$ cat src/rtl/hiscore_ram_arbiter.sv
// rtl/hiscore_ram_arbiter.sv - pauses the game CPU and lends its work-RAM port to the hiscore engine
module hiscore_ram_arbiter #(
    parameter int AW        = 10,
    parameter int SETTLE    = 4,
    parameter int RD_LAT    = 1,
    parameter int IDLE_HOLD = 8
) (
    input  logic          clk,
    input  logic          reset_n,
    input  logic [AW-1:0] hs_addr,
    input  logic [7:0]    hs_wdata,
    input  logic          hs_write,
    input  logic          hs_access,
    output logic [7:0]    hs_rdata,
    input  logic [AW-1:0] cpu_addr,
    input  logic [7:0]    cpu_wdata,
    input  logic          cpu_we,
    output logic [7:0]    cpu_rdata,
    output logic          pause_req,
    input  logic          pause_ack,
    output logic [AW-1:0] ram_addr,
    output logic [7:0]    ram_din,
    output logic          ram_we,
    input  logic [7:0]    ram_dout,
    output logic          hs_owned,
    output logic          wr_overflow
);
    typedef enum logic [2:0] {ST_IDLE, ST_REQ, ST_SETTLE, ST_OWN, ST_RELEASE} state_t;

    state_t          state_q;
    logic            pause_req_q, hs_owned_q;
    logic [3:0]      settle_cnt_q;
    logic [7:0]      idle_cnt_q;
    logic            buf_full_q, buf_full_d;
    logic            refill_q, refill_d;
    logic            ovf_q, ovf_d;
    logic [AW-1:0]   buf_addr_q, buf_addr_d;
    logic [7:0]      buf_data_q, buf_data_d;
    logic [RD_LAT-1:0] own_pipe_q;
    logic [7:0]      hs_rdata_q;
    logic            req;

    // A parked write keeps the request alive so it is never stranded in IDLE.
    assign req = hs_access | hs_write | buf_full_q;

    always_ff @(posedge clk or negedge reset_n) begin
        if (!reset_n) begin
            state_q      <= ST_IDLE;
            pause_req_q  <= 1'b0;
            hs_owned_q   <= 1'b0;
            settle_cnt_q <= '0;
            idle_cnt_q   <= '0;
        end else begin
            case (state_q)
                ST_IDLE: if (req) begin
                    state_q     <= ST_REQ;
                    pause_req_q <= 1'b1;
                end
                ST_REQ: if (pause_ack) begin
                    state_q      <= ST_SETTLE;
                    settle_cnt_q <= '0;
                end
                ST_SETTLE: begin
                    if (!pause_ack) begin
                        state_q <= ST_REQ;
                    end else if (settle_cnt_q == 4'(SETTLE - 1)) begin
                        state_q    <= ST_OWN;
                        hs_owned_q <= 1'b1;
                        idle_cnt_q <= '0;
                    end else begin
                        settle_cnt_q <= settle_cnt_q + 4'd1;
                    end
                end
                ST_OWN: begin
                    if (req) begin
                        idle_cnt_q <= '0;
                    end else if (idle_cnt_q == 8'(IDLE_HOLD - 1)) begin
                        state_q    <= ST_RELEASE;
                        hs_owned_q <= 1'b0;
                    end else begin
                        idle_cnt_q <= idle_cnt_q + 8'd1;
                    end
                end
                ST_RELEASE: begin
                    state_q     <= ST_IDLE;
                    pause_req_q <= 1'b0;
                end
                default: state_q <= ST_IDLE;
            endcase
        end
    end

    // A write landing on the drain cycle refills the buffer once; a write on the refill's drain is lost.
    always_comb begin
        buf_full_d = buf_full_q;
        buf_addr_d = buf_addr_q;
        buf_data_d = buf_data_q;
        refill_d   = refill_q;
        ovf_d      = ovf_q;
        if (hs_owned_q) begin
            if (buf_full_q) begin
                buf_full_d = 1'b0;
                refill_d   = 1'b0;
                if (hs_write) begin
                    if (refill_q) begin
                        ovf_d = 1'b1;
                    end else begin
                        buf_full_d = 1'b1;
                        refill_d   = 1'b1;
                        buf_addr_d = hs_addr;
                        buf_data_d = hs_wdata;
                    end
                end
            end
        end else if (hs_write) begin
            if (buf_full_q) begin
                ovf_d = 1'b1;
            end else begin
                buf_full_d = 1'b1;
                buf_addr_d = hs_addr;
                buf_data_d = hs_wdata;
            end
        end
    end

    always_ff @(posedge clk or negedge reset_n) begin
        if (!reset_n) begin
            buf_full_q <= 1'b0;
            refill_q   <= 1'b0;
            ovf_q      <= 1'b0;
            buf_addr_q <= '0;
            buf_data_q <= '0;
            own_pipe_q <= '0;
            hs_rdata_q <= '0;
        end else begin
            buf_full_q <= buf_full_d;
            refill_q   <= refill_d;
            ovf_q      <= ovf_d;
            buf_addr_q <= buf_addr_d;
            buf_data_q <= buf_data_d;
            own_pipe_q <= RD_LAT'({own_pipe_q, hs_owned_q});
            if (own_pipe_q[RD_LAT-1]) begin
                hs_rdata_q <= ram_dout;
            end
        end
    end

    always_comb begin
        if (hs_owned_q) begin
            ram_addr = buf_full_q ? buf_addr_q : hs_addr;
            ram_din  = buf_full_q ? buf_data_q : hs_wdata;
            ram_we   = buf_full_q | hs_write;
        end else begin
            ram_addr = cpu_addr;
            ram_din  = cpu_wdata;
            ram_we   = cpu_we;
        end
    end

    assign cpu_rdata   = ram_dout;
    assign hs_rdata    = hs_rdata_q;
    assign pause_req   = pause_req_q;
    assign hs_owned    = hs_owned_q;
    assign wr_overflow = ovf_q;
endmodule
$ cat config.mk
export PLATFORM = sky130hd
export DESIGN_NAME = hiscore_ram_arbiter
export DESIGN_NICKNAME = d
export VERILOG_FILES = /design/src/rtl/hiscore_ram_arbiter.sv
export SDC_FILE = /design/constraint.sdc
export NUM_CORES = 1
export LEC_CHECK = 0
export ABC_AREA = 1
export ABC_CLOCK_PERIOD_IN_PS = 1700
export BUFFER_PORTS_ARGS = -buffer_cell sky130_fd_sc_hd__buf_2
export CAP_MARGIN = 20
export CORE_ASPECT_RATIO = 1.75
export CORE_MARGIN = 5
export CORE_UTILIZATION = 50
export CTS_CLUSTER_DIAMETER = 150
export DETAILED_ROUTE_END_ITERATION = 10
export MAX_ROUTING_LAYER = met4
export PLACE_DENSITY = 0.79
export REMOVE_ABC_BUFFERS = 1
export SETUP_SLACK_MARGIN = 0.15
export SLEW_MARGIN = 20
export SYNTH_ARGS = -nofsm -noshare
export SYNTH_HDL_FRONTEND = slang
export SYNTH_SLANG_ARGS = --single-unit
$ cat constraint.sdc
create_clock -name clk -period 1.7 [get_ports clk]
set_input_delay 0.085 -clock clk [delete_from_list [all_inputs] [get_ports clk]]
set_output_delay 0.085 -clock clk [all_outputs]
set_load 0.02 [all_outputs]
==> flow_summary_export.csv, run 1 <==
group,metric,value,unit
detailed_routing,drtIter0Drc,123,
worst_setup_path,critPathMaxFanout,5,
finish,fillerInstances,397,
detailed_routing,drc,0,
clocking,cts_root_buf,"clkbuf_8",
pwr,power.leakage,0.00171,µW
synthesis,netlist_area,2560,µm²
finish,n_antenna_cell,0,
sta,setup_violations,0,
die,core_area,4980,µm²
grt,track_usage,0.182,
synthesis,yosys-top-cells-area,"dfrtp_1 46%, nand2_1 8.3%, inv_1 4.2%, nor2_1 3.7%, a21oi_1 3.5%",
clocking,clk_latency,0.30,ns
detailed_routing,ant_nets,0,
worst_setup_path,end_kind,"primary output",
finish,design_area,3300,µm²
detailed_routing,wirelength,6.44,mm
worst_setup_path,r2r-start,"buf_full_q",
job,drv_cap,0,
detailed_routing,drt_pass1_iterations,4,
pwr,vdd_drop_max,1.11,mV
synthesis,synthArstFlopShare,1.00,
synthesis,synth-edff-count,0,
grt,grt_pass1_vias,2262,
sta,relSlewSlack,0.654,
min_path,hp-start,"ram_dout[1]",
worst_setup_path,required,1.62,ns
grt,grt_max_degree,37,
sta,worst_pin_slew,0.519,ns
clocking,cts.sinks,47,
finish,final_cell_mix,"74 x buf_2, 57 x nand2_1, 45 x dfrtp_1",
synthesis,netlist_instances,303,
synthesis,ys_ff_latch,47,
grt,grt_pass1_wl,9.83,mm
status,status,"finished clean",
sta,min_period,1.58,ns
sta,final.setup_skew,0.00831,ns
detailed_routing,post_drt_wl_per_cell,14.3,µm
die,die_area,6720,µm²
detailed_routing,vias,2353,
worst_setup_path,startpoint,"hs_owned",
sta,timing.hold.ws,0.0352,ns
synthesis,yosysTopAreaCell,"dfrtp_1",
grt,antenna_found_initial,0,
finish,final_common_cell,"buf_2",
worst_setup_path,cp-start-kind,"register",
placed_design,gp_congestion,0.881,
sta,tns,0,ns
clocking,cts_buffer_depth,2,
sta,hold_viol,0,
placed_design,placed_cells,430,
synthesis,ys.flop_type,"dfrtp_1",
clocking,cts_tree,"built",
clocking,numCtsBuffers,5,
worst_setup_path,crit_arrival,1.49,ns
synthesis,avgSynthCellArea,8.47,µm²
synthesis,synth_cell_types,33,
die,pin_count,88,
die,fp.dieW,64.1,µm
sta,slew_viol_final,0,
pwr,p_per_area,1560,nW/µm²
finish,drive_gt1_frac,0.396,
clocking,cts-htree-levels,2,
sta,grt_setup_unrepaired,"yes",
grt,overflow,0,
clocking,path_clk_slew,0.09,ns
synthesis,synth_top_area_frac,0.459,
die,start_util,0.515,
placed_design,io_buffers,87,
synthesis,seq_area_frac_synth,0.459,
worst_setup_path,setup.worst_path.class,"reg -> out",
sta,max_freq,634,MHz
placed_design,placed_area,2970,µm²
detailed_routing,via_per_inst,5.23,
placed_design,dp_hpwl,4.42,mm
min_path,hold_class,"in -> reg",
synthesis,ys.warnings.count,0,
sta,period_share,0.928,
finish,syn_to_final_growth,28.5,%
die,num_rows,34,
die,die-height,105,µm
finish,layoutNonFillerInstCount,450,
finish,num-nets-final,447,
==> synth_stat cells, types with 2 or more instances <==
library cell and count:
inv_1 29, nor2_1 25, nor2_4 3, a31oi_1 3
o21ai_0 12, nand2_1 57, buf_2 4, mux2_2 8
o21ai_1 16, a21oi_1 18, nand2_2 6, nor2_2 4
dfrtp_1 47, nand3_1 15, ha_1 2, buf_6 2
clkbuf_1 2, inv_2 5, nand2_4 3, xor2_1 3
buf_4 10, nand3_2 2, o22ai_1 14, a211oi_1 4
==> flip-flops by register name (all words and copies together) (netlist names) <==
register and cells:
buf_addr_q 10, buf_data_q 8, buf_full_q 1, hs_owned 1
hs_rdata 8, idle_cnt_q 8, own_pipe_q 1, pause_req 1
refill_q 1, settle_cnt_q 4, state_q 3, wr_overflow 1
==> cells by family after synthesis <==
family,synth area share
compound gates,0.155
xor+xnor,0.0102
fa+ha+maj,0.00975
mux,0.0351
buf+inv,0.100
simple gates,0.231
flops,0.459
==> path summary, 6_finish.rpt <==
check,endpoint,slack (ns),cells past startpoint
worst max register to register,buf_addr_q[7],0.18,6
min in group asynchronous,buf_data_q[1],0.29,2
worst min-delay path,hs_rdata[1],0.04,2
worst max-delay path,ram_din[0],0.12,5
max in group asynchronous,buf_addr_q[6],0.82,3
worst min register to register,wr_overflow,0.48,1
==> power breakdown <==
part / internal (µW) / switching (µW) / total [µW]
Clock: 288 / 362 / 650
Combinational: 1080 / 1580 / 2660
Sequential: 1520 / 304 / 1830
==> worst max-delay path, stage by stage, from the launching register on <==
cell      delay, ns
dfrtp_2        0.48
inv_2          0.10
nor2_4         0.05
clkbuf_4       0.18
a211oi_2       0.21
buf_4          0.18
==> final cells by class <==
cell class / instances / area, µm² / area share
Tap cell: 54 / 67.6 / 0.0205
Multi-Input combinational cell: 205 / 1220 / 0.369
Inverter: 35 / 133 / 0.0402
Sequential cell: 47 / 1180 / 0.357
Clock inverter: 2 / 12.5 / 0.00380
Timing Repair Buffer: 101 / 616 / 0.187
Clock buffer: 6 / 72.6 / 0.0220
==> stage by stage <==
stage / util / setup slack, ns / total power (µW)
after detailed placement: 0.597 / 0.304 / 4080
after global placement: 0.597 / 0.363 / 4030
after floorplan: - / 0.0160 / 3380
after global routing: 0.662 / 0.0612 / 5510
final: 0.662 / 0.122 / 5130
after CTS: 0.622 / 0.166 / 4780
==> what timing repair did <==
| item | 4_1_cts | 5_1_grt |
|---|---|---|
| pin swaps | 0 | 1 |
| buffers inserted | 2 | 5 |
| endpoints found under the setup margin | 18 | 16 |
| gates resized for setup | 5 | 29 |
| cloned | 0 | 4 |
| hold buffers | 1 | 0 |
| endpoints found under the hold margin | 20 | 0 |
==> layer usage <==
layer | share of wire | wire [µm] | GRT usage | vias up
li1 | - | - | - | 1185
met1 | 0.37 | 2350 | 0.200 | 1094
met2 | 0.56 | 3630 | 0.321 | 64
met3 | 0.050 | 324 | 0.0279 | 10
met4 | 0.021 | 133 | 0.0713 | 0
met5 | 0 | 0 | - | -
(Power assumes the default switching activity.)
==> inputs of run 2 (changes only) <==
--- a/config.mk
+++ b/config.mk
@@ -16,6 +16,7 @@
 export DETAILED_ROUTE_END_ITERATION = 10
 export MAX_ROUTING_LAYER = met4
 export PLACE_DENSITY = 0.79
+export RECOVER_POWER = 50
 export REMOVE_ABC_BUFFERS = 1
 export SETUP_SLACK_MARGIN = 0.15
 export SLEW_MARGIN = 20
==> run 2 against run 1 <==
Flip-flop and latch count is the same. Global-route usage is the same. Non-clock buffer count is the same. Critical path type unchanged. Largest power group unchanged. Clock skew is essentially flat. Critical path depth is the same. Largest cell class unchanged. First-iteration DRC count grew 8.1%.
==> flow_summary_export.csv, run 2 (synthesized netlist as in run 1, its figures left out) <==
group,metric,value,unit
status,status,"finished clean",
finish,max_flop_register,"buf_addr_q",
worst_setup_path,end_kind,"primary output",
finish,drive_gt1_frac,0.346,
grt,overflow,0,
die,die-height,105,µm
sta,tns,0,ns
worst_setup_path,crit_arrival,1.53,ns
finish,final_common_cell,"nand2_1",
detailed_routing,drt_pass1_iterations,4,
grt,grt_pass1_wl,9.83,mm
finish,layoutNonFillerInstCount,450,
clocking,numCtsBuffers,5,
placed_design,gp_congestion,0.881,
sta,relSlewSlack,0.172,
die,start_util,0.515,
sta,period_share,0.949,
finish,syn_to_final_growth,27.6,%
sta,worst_pin_slew,1.24,ns
placed_design,placed_cells,430,
finish,n_antenna_cell,0,
pwr,vdd_drop_max,1.10,mV
pwr,total_power,5100,µW
grt,track_usage,0.182,
worst_setup_path,required,1.62,ns
placed_design,dp_hpwl,4.42,mm
clocking,cts_tree,"built",
detailed_routing,drc,0,
sta,min_period,1.61,ns
clocking,cts.sinks,47,
finish,final_cell_mix,"57 x nand2_1, 55 x buf_2, 46 x dfrtp_1",
worst_setup_path,setup.worst_path.class,"reg -> out",
detailed_routing,drtIter0Drc,133,
detailed_routing,post_drt_wl_per_cell,14.3,µm
worst_setup_path,critPathMaxFanout,5,
min_path,hold_class,"in -> reg",
sta,final.setup_skew,0.00833,ns
grt,antenna_found_initial,0,
clocking,clk_latency,0.30,ns
placed_design,placed_area,2970,µm²
grt,grt_pass1_vias,2262,
sta,hold_viol,0,
clocking,cts_buffer_depth,2,
detailed_routing,vias,2356,
grt,grt_max_degree,37,
finish,largest_reg_flops,10,
die,die_area,6720,µm²
detailed_routing,ant_nets,0,
sta,grt_setup_unrepaired,"yes",
finish,num-nets-final,447,
job,drv_cap,0,
finish,design_area,3270,µm²
clocking,path_clk_slew,0.09,ns
pwr,power.leakage,0.00166,µW
sta,max_freq,620,MHz
pwr,p_per_area,1560,nW/µm²
die,core_area,4980,µm²
die,pin_count,88,
worst_setup_path,cp-start-kind,"register",
clocking,cts-htree-levels,2,
placed_design,io_buffers,87,
sta,timing.hold.ws,0.0383,ns
sta,setup_violations,0,
detailed_routing,via_per_inst,5.24,
detailed_routing,wirelength,6.45,mm
die,fp.dieW,64.1,µm
sta,slew_viol_final,0,
clocking,cts_root_buf,"clkbuf_8",
die,num_rows,34,
-- run 2: cell types whose count changed in the layout (fill, tap and decap cells not counted), sizes merged --
cell / before / now
buf: 99 / 80
clkbuf: 7 / 26
-- run 2: final timing paths --
check,cells past startpoint,slack (ns),start,endpoint
max,5,0.09,hs_owned,ram_din[0]
min,2,0.04,ram_dout[1],hs_rdata[1]
max reg2reg,7,0.14,hs_owned,buf_addr_q[7]
min reg2reg,1,0.49,wr_overflow,wr_overflow
max in group asynchronous,3,0.28,reset_n,buf_addr_q[6]
min in group asynchronous,2,0.57,reset_n,buf_data_q[1]
-- run 2: routing by layer --
metal	global-route usage	vias up	wire [µm]
li1	-	1183	-
met1	0.200	1101	2350
met2	0.321	62	3620
met3	0.0279	10	334
met4	0.0713	0	136
met5	-	-	0
-- run 2: where the power goes --
| part | internal [µW] | switching [µW] |
|---|---|---|
| clock | 288 | 362 |
| combinational | 1040 | 1580 |
| sequential | 1520 | 306 |
-- run 2: layout make-up --
cell class / instances / area [µm²]
multi-input cells: 205 / 1220
clock buffers: 6 / 72.6
inverters: 35 / 133
fillers: 412 / 1710
repair buffers: 101 / 592
clock inverters: 2 / 12.5
flip-flops and latches: 47 / 1180
well taps: 54 / 67.6
-- run 2: worst max-delay path, stage by stage, from the launching register on --
cell      delay [ns]
dfrtp_1         0.49
inv_2           0.12
nor2_4          0.05
clkbuf_4        0.18
a211oi_2        0.21
buf_4           0.18
-- run 2: timing repair --
item / in CTS / in global routing
setup buffers: 2 / 5
gates resized for setup: 5 / 29
hold buffers: 1 / 0
setup endpoints to repair: 18 / 16
endpoints found under the hold margin: 20 / 0
pin swaps: 0 / 1
cloned: 0 / 4
-- run 2: metrics by stage --
| stage | worst slack (ns) | utilization |
|---|---|---|
| after global placement | 0.363 | 0.597 |
| after CTS | 0.166 | 0.622 |
| after floorplan | 0.0160 | - |
| after global routing | 0.0202 | 0.657 |
| final | 0.0873 | 0.657 |
| after detailed placement | 0.304 | 0.597 |
==> inputs of run 3 (changes only) <==
--- a/config.mk
+++ b/config.mk
@@ -5,7 +5,6 @@
 export SDC_FILE = /design/constraint.sdc
 export NUM_CORES = 1
 export LEC_CHECK = 0
-export ABC_AREA = 1
 export ABC_CLOCK_PERIOD_IN_PS = 1700
 export BUFFER_PORTS_ARGS = -buffer_cell sky130_fd_sc_hd__buf_2
 export CAP_MARGIN = 20
==> run 3 against run 2 <==
Sequential share of layout area is 4.4 points lower. Highest routed layer unchanged. Clock power up 31%. Largest power group unchanged. Global-route usage grew 3.2 points. Sequential power increased by 3%. Synthesized area decreased by 2.2%. Worst setup slack got worse by 0.26 ns. Via count grew 1.4%. Clock-buffer cell count is 1 lower. Core utilization is 9.8 points higher. Flip-flop and latch count is the same. Final area up 14%. Critical path type is now reg -> reg. The flow now finishes with violations (negative setup slack).
==> flow_summary_export.csv, run 3 <==
group,metric,value,unit
synthesis,synthArstFlopShare,1.00,
finish,largest_reg_flops,10,
synthesis,ys_ff_latch,47,
finish,n_antenna_cell,0,
sta,timing.hold.ws,0.0143,ns
grt,antenna_found_initial,0,
finish,syn_to_final_growth,48.7,%
die,num_rows,34,
synthesis,yosys-top-cells-area,"dfrtp_1 47%, mux2_2 12%, mux2i_1 8.0%, a21oi_1 5.4%, nor2_1 4.0%",
detailed_routing,vias,2388,
sta,grt_setup_unrepaired,"yes",
clocking,cts.sinks,47,
grt,track_usage,0.214,
clocking,cts-htree-levels,2,
synthesis,synth_top_area_frac,0.469,
detailed_routing,drc,0,
sta,min_period,1.88,ns
status,violations,"negative setup slack",
sta,slew_viol_final,0,
worst_setup_path,rr_worst_depth,4,
detailed_routing,drt_pass1_iterations,4,
clocking,cts_buffer_depth,2,
sta,final.setup_skew,0.0141,ns
grt,grt_pass1_vias,2336,
placed_design,gp_congestion,0.921,
sta,hold_viol,0,
grt,grt_max_degree,28,
min_path,hold_class,"in -> reg",
finish,max_flop_register,"buf_addr_q",
worst_setup_path,regToRegSetupSlack,-0.18,ns
clocking,clk_latency,0.31,ns
worst_setup_path,critPathMaxFanout,4,
sta,max_freq,533,MHz
grt,overflow,0,
synthesis,seq_area_frac_synth,0.469,
pwr,vdd_drop_max,1.48,mV
synthesis,avgSynthCellArea,10.2,µm²
pwr,p_per_area,1700,nW/µm²
finish,final_cell_mix,"49 x buf_2, 47 x dfrtp_1, 44 x buf_4",
synthesis,yosysTopAreaCell,"dfrtp_1",
clocking,numCtsBuffers,5,
worst_setup_path,r2r-start,"idle_cnt_q[3]",
synthesis,netlist_area,2510,µm²
die,core_area,4930,µm²
sta,fin_ws,-0.177,ns
grt,grt_pass1_wl,11.1,mm
detailed_routing,wirelength,7.67,mm
status,status,"complete, but fails checks",
worst_setup_path,cp-start-kind,"register",
detailed_routing,via_per_inst,5.77,
placed_design,dp_slack,-0.265,ns
synthesis,yosysMostFrequentCell,"dfrtp_1",
worst_setup_path,crit_arrival,2.10,ns
clocking,path_clk_slew,0.10,ns
pwr,power.leakage,0.00183,µW
sta,setup_violations,18,
placed_design,io_buffers,87,
synthesis,synth_cell_types,47,
finish,num-nets-final,411,
die,fp.dieW,63.5,µm
synthesis,synth_common_cells,"47 x dfrtp_1, 27 x a21oi_1, 27 x nor2_1",
sta,worst_pin_slew,1.30,ns
min_path,min_path_cells,2,
pwr,total_power,6330,µW
placed_design,dp_hpwl,4.65,mm
sta,relSlewSlack,0.132,
die,pin_count,88,
synthesis,ys.warnings.count,0,
finish,drive_gt1_frac,0.472,
worst_setup_path,r2r-end,"idle_cnt_q[7]",
synthesis,netlist_instances,246,
die,die_area,6590,µm²
worst_setup_path,required,1.93,ns
detailed_routing,drtIter0Drc,88,
synthesis,ys.flop_type,"dfrtp_1",
sta,period_share,1.10,
clocking,cts_root_buf,"clkbuf_8",
finish,final_common_cell,"buf_2",
min_path,hp-start,"ram_dout[1]",
min_path,hold_end,"hs_rdata[1]",
synthesis,synth-edff-count,0,
die,start_util,0.508,
detailed_routing,post_drt_wl_per_cell,18.5,µm
worst_setup_path,end_kind,"register",
detailed_routing,ant_nets,0,
die,die-height,104,µm
clocking,cts_tree,"built",
worst_setup_path,setup.worst_path.class,"reg -> reg",
job,drv_cap,0,
## run 3: power breakdown
group	total, µW	switching [µW]	internal [µW]
clock network	854	411	443
registers	1890	357	1530
logic	3590	1690	1900
## run 3: critical path: stages, from the launching register on
cell and delay, ns:
dfrtp_1 0.39, or4_4 0.53, or4_4 0.48, a21o_4 0.24, o211ai_1 0.16
## run 3: area by class of cell
cell class	instances	area [µm²]
fill	317	1210
inverter	6	22.5
timing repair buffer	128	935
clock buffer	5	68.8
tap	54	67.6
multi-input combinational	171	1410
sequential	47	1180
clock inverter	3	46.3
## run 3: per-layer routing
layer,global-route usage,up-vias,routed length (µm),share of wire
met5,-,-,0,0
met4,0.0862,0,184,0.024
met3,0.0303,12,296,0.039
met2,0.387,71,4470,0.58
met1,0.226,1201,2720,0.35
li1,-,1104,-,-
## run 3: per-stage QoR
step / setup TNS (ns) / area, µm² / instances / utilization
floorplan: -19.51 / 2390 / 224 / -
global placement: -1.68 / 3100 / 390 / 0.628
detailed placement: -2.05 / 3100 / 390 / 0.628
CTS: -1.20 / 3510 / 403 / 0.711
global route: -3.25 / 3730 / 414 / 0.756
finish: -1.30 / 3730 / 414 / 0.756
## run 3: worst max path at each step
stage	end	startpoint	slack, ns	cells after the start
2_1_floorplan	buf_addr_q[0]	hs_owned	-0.87	3
3_3_place_gp	idle_cnt_q[1]	idle_cnt_q[3]	-0.20	4
3_5_place_dp	idle_cnt_q[0]	idle_cnt_q[3]	-0.27	4
4_1_cts	idle_cnt_q[7]	idle_cnt_q[3]	-0.18	4
5_1_grt	idle_cnt_q[7]	idle_cnt_q[3]	-0.23	4
6_report	idle_cnt_q[7]	idle_cnt_q[3]	-0.18	4
## run 3: kinds of logic after synthesis
| logic type | synth area share |
|---|---|
| AO/OA/AOI/OAI | 0.117 |
| XOR/XNOR | 0.00349 |
| buffers and inverters | 0.0544 |
| multiplexers | 0.197 |
| adder cells (fa/ha/maj) | 0.00998 |
| flip-flops | 0.469 |
| AND/OR/NAND/NOR | 0.150 |
## run 3: what timing repair did
action | 4_1_cts | 5_1_grt
setup endpoints to repair | 32 | 51
hold buffers | 1 | 0
hold endpoints to repair | 21 | 0
pin swaps | 18 | 17
gates resized for setup | 63 | 20
setup buffers | 2 | 7
cloned | 2 | 4
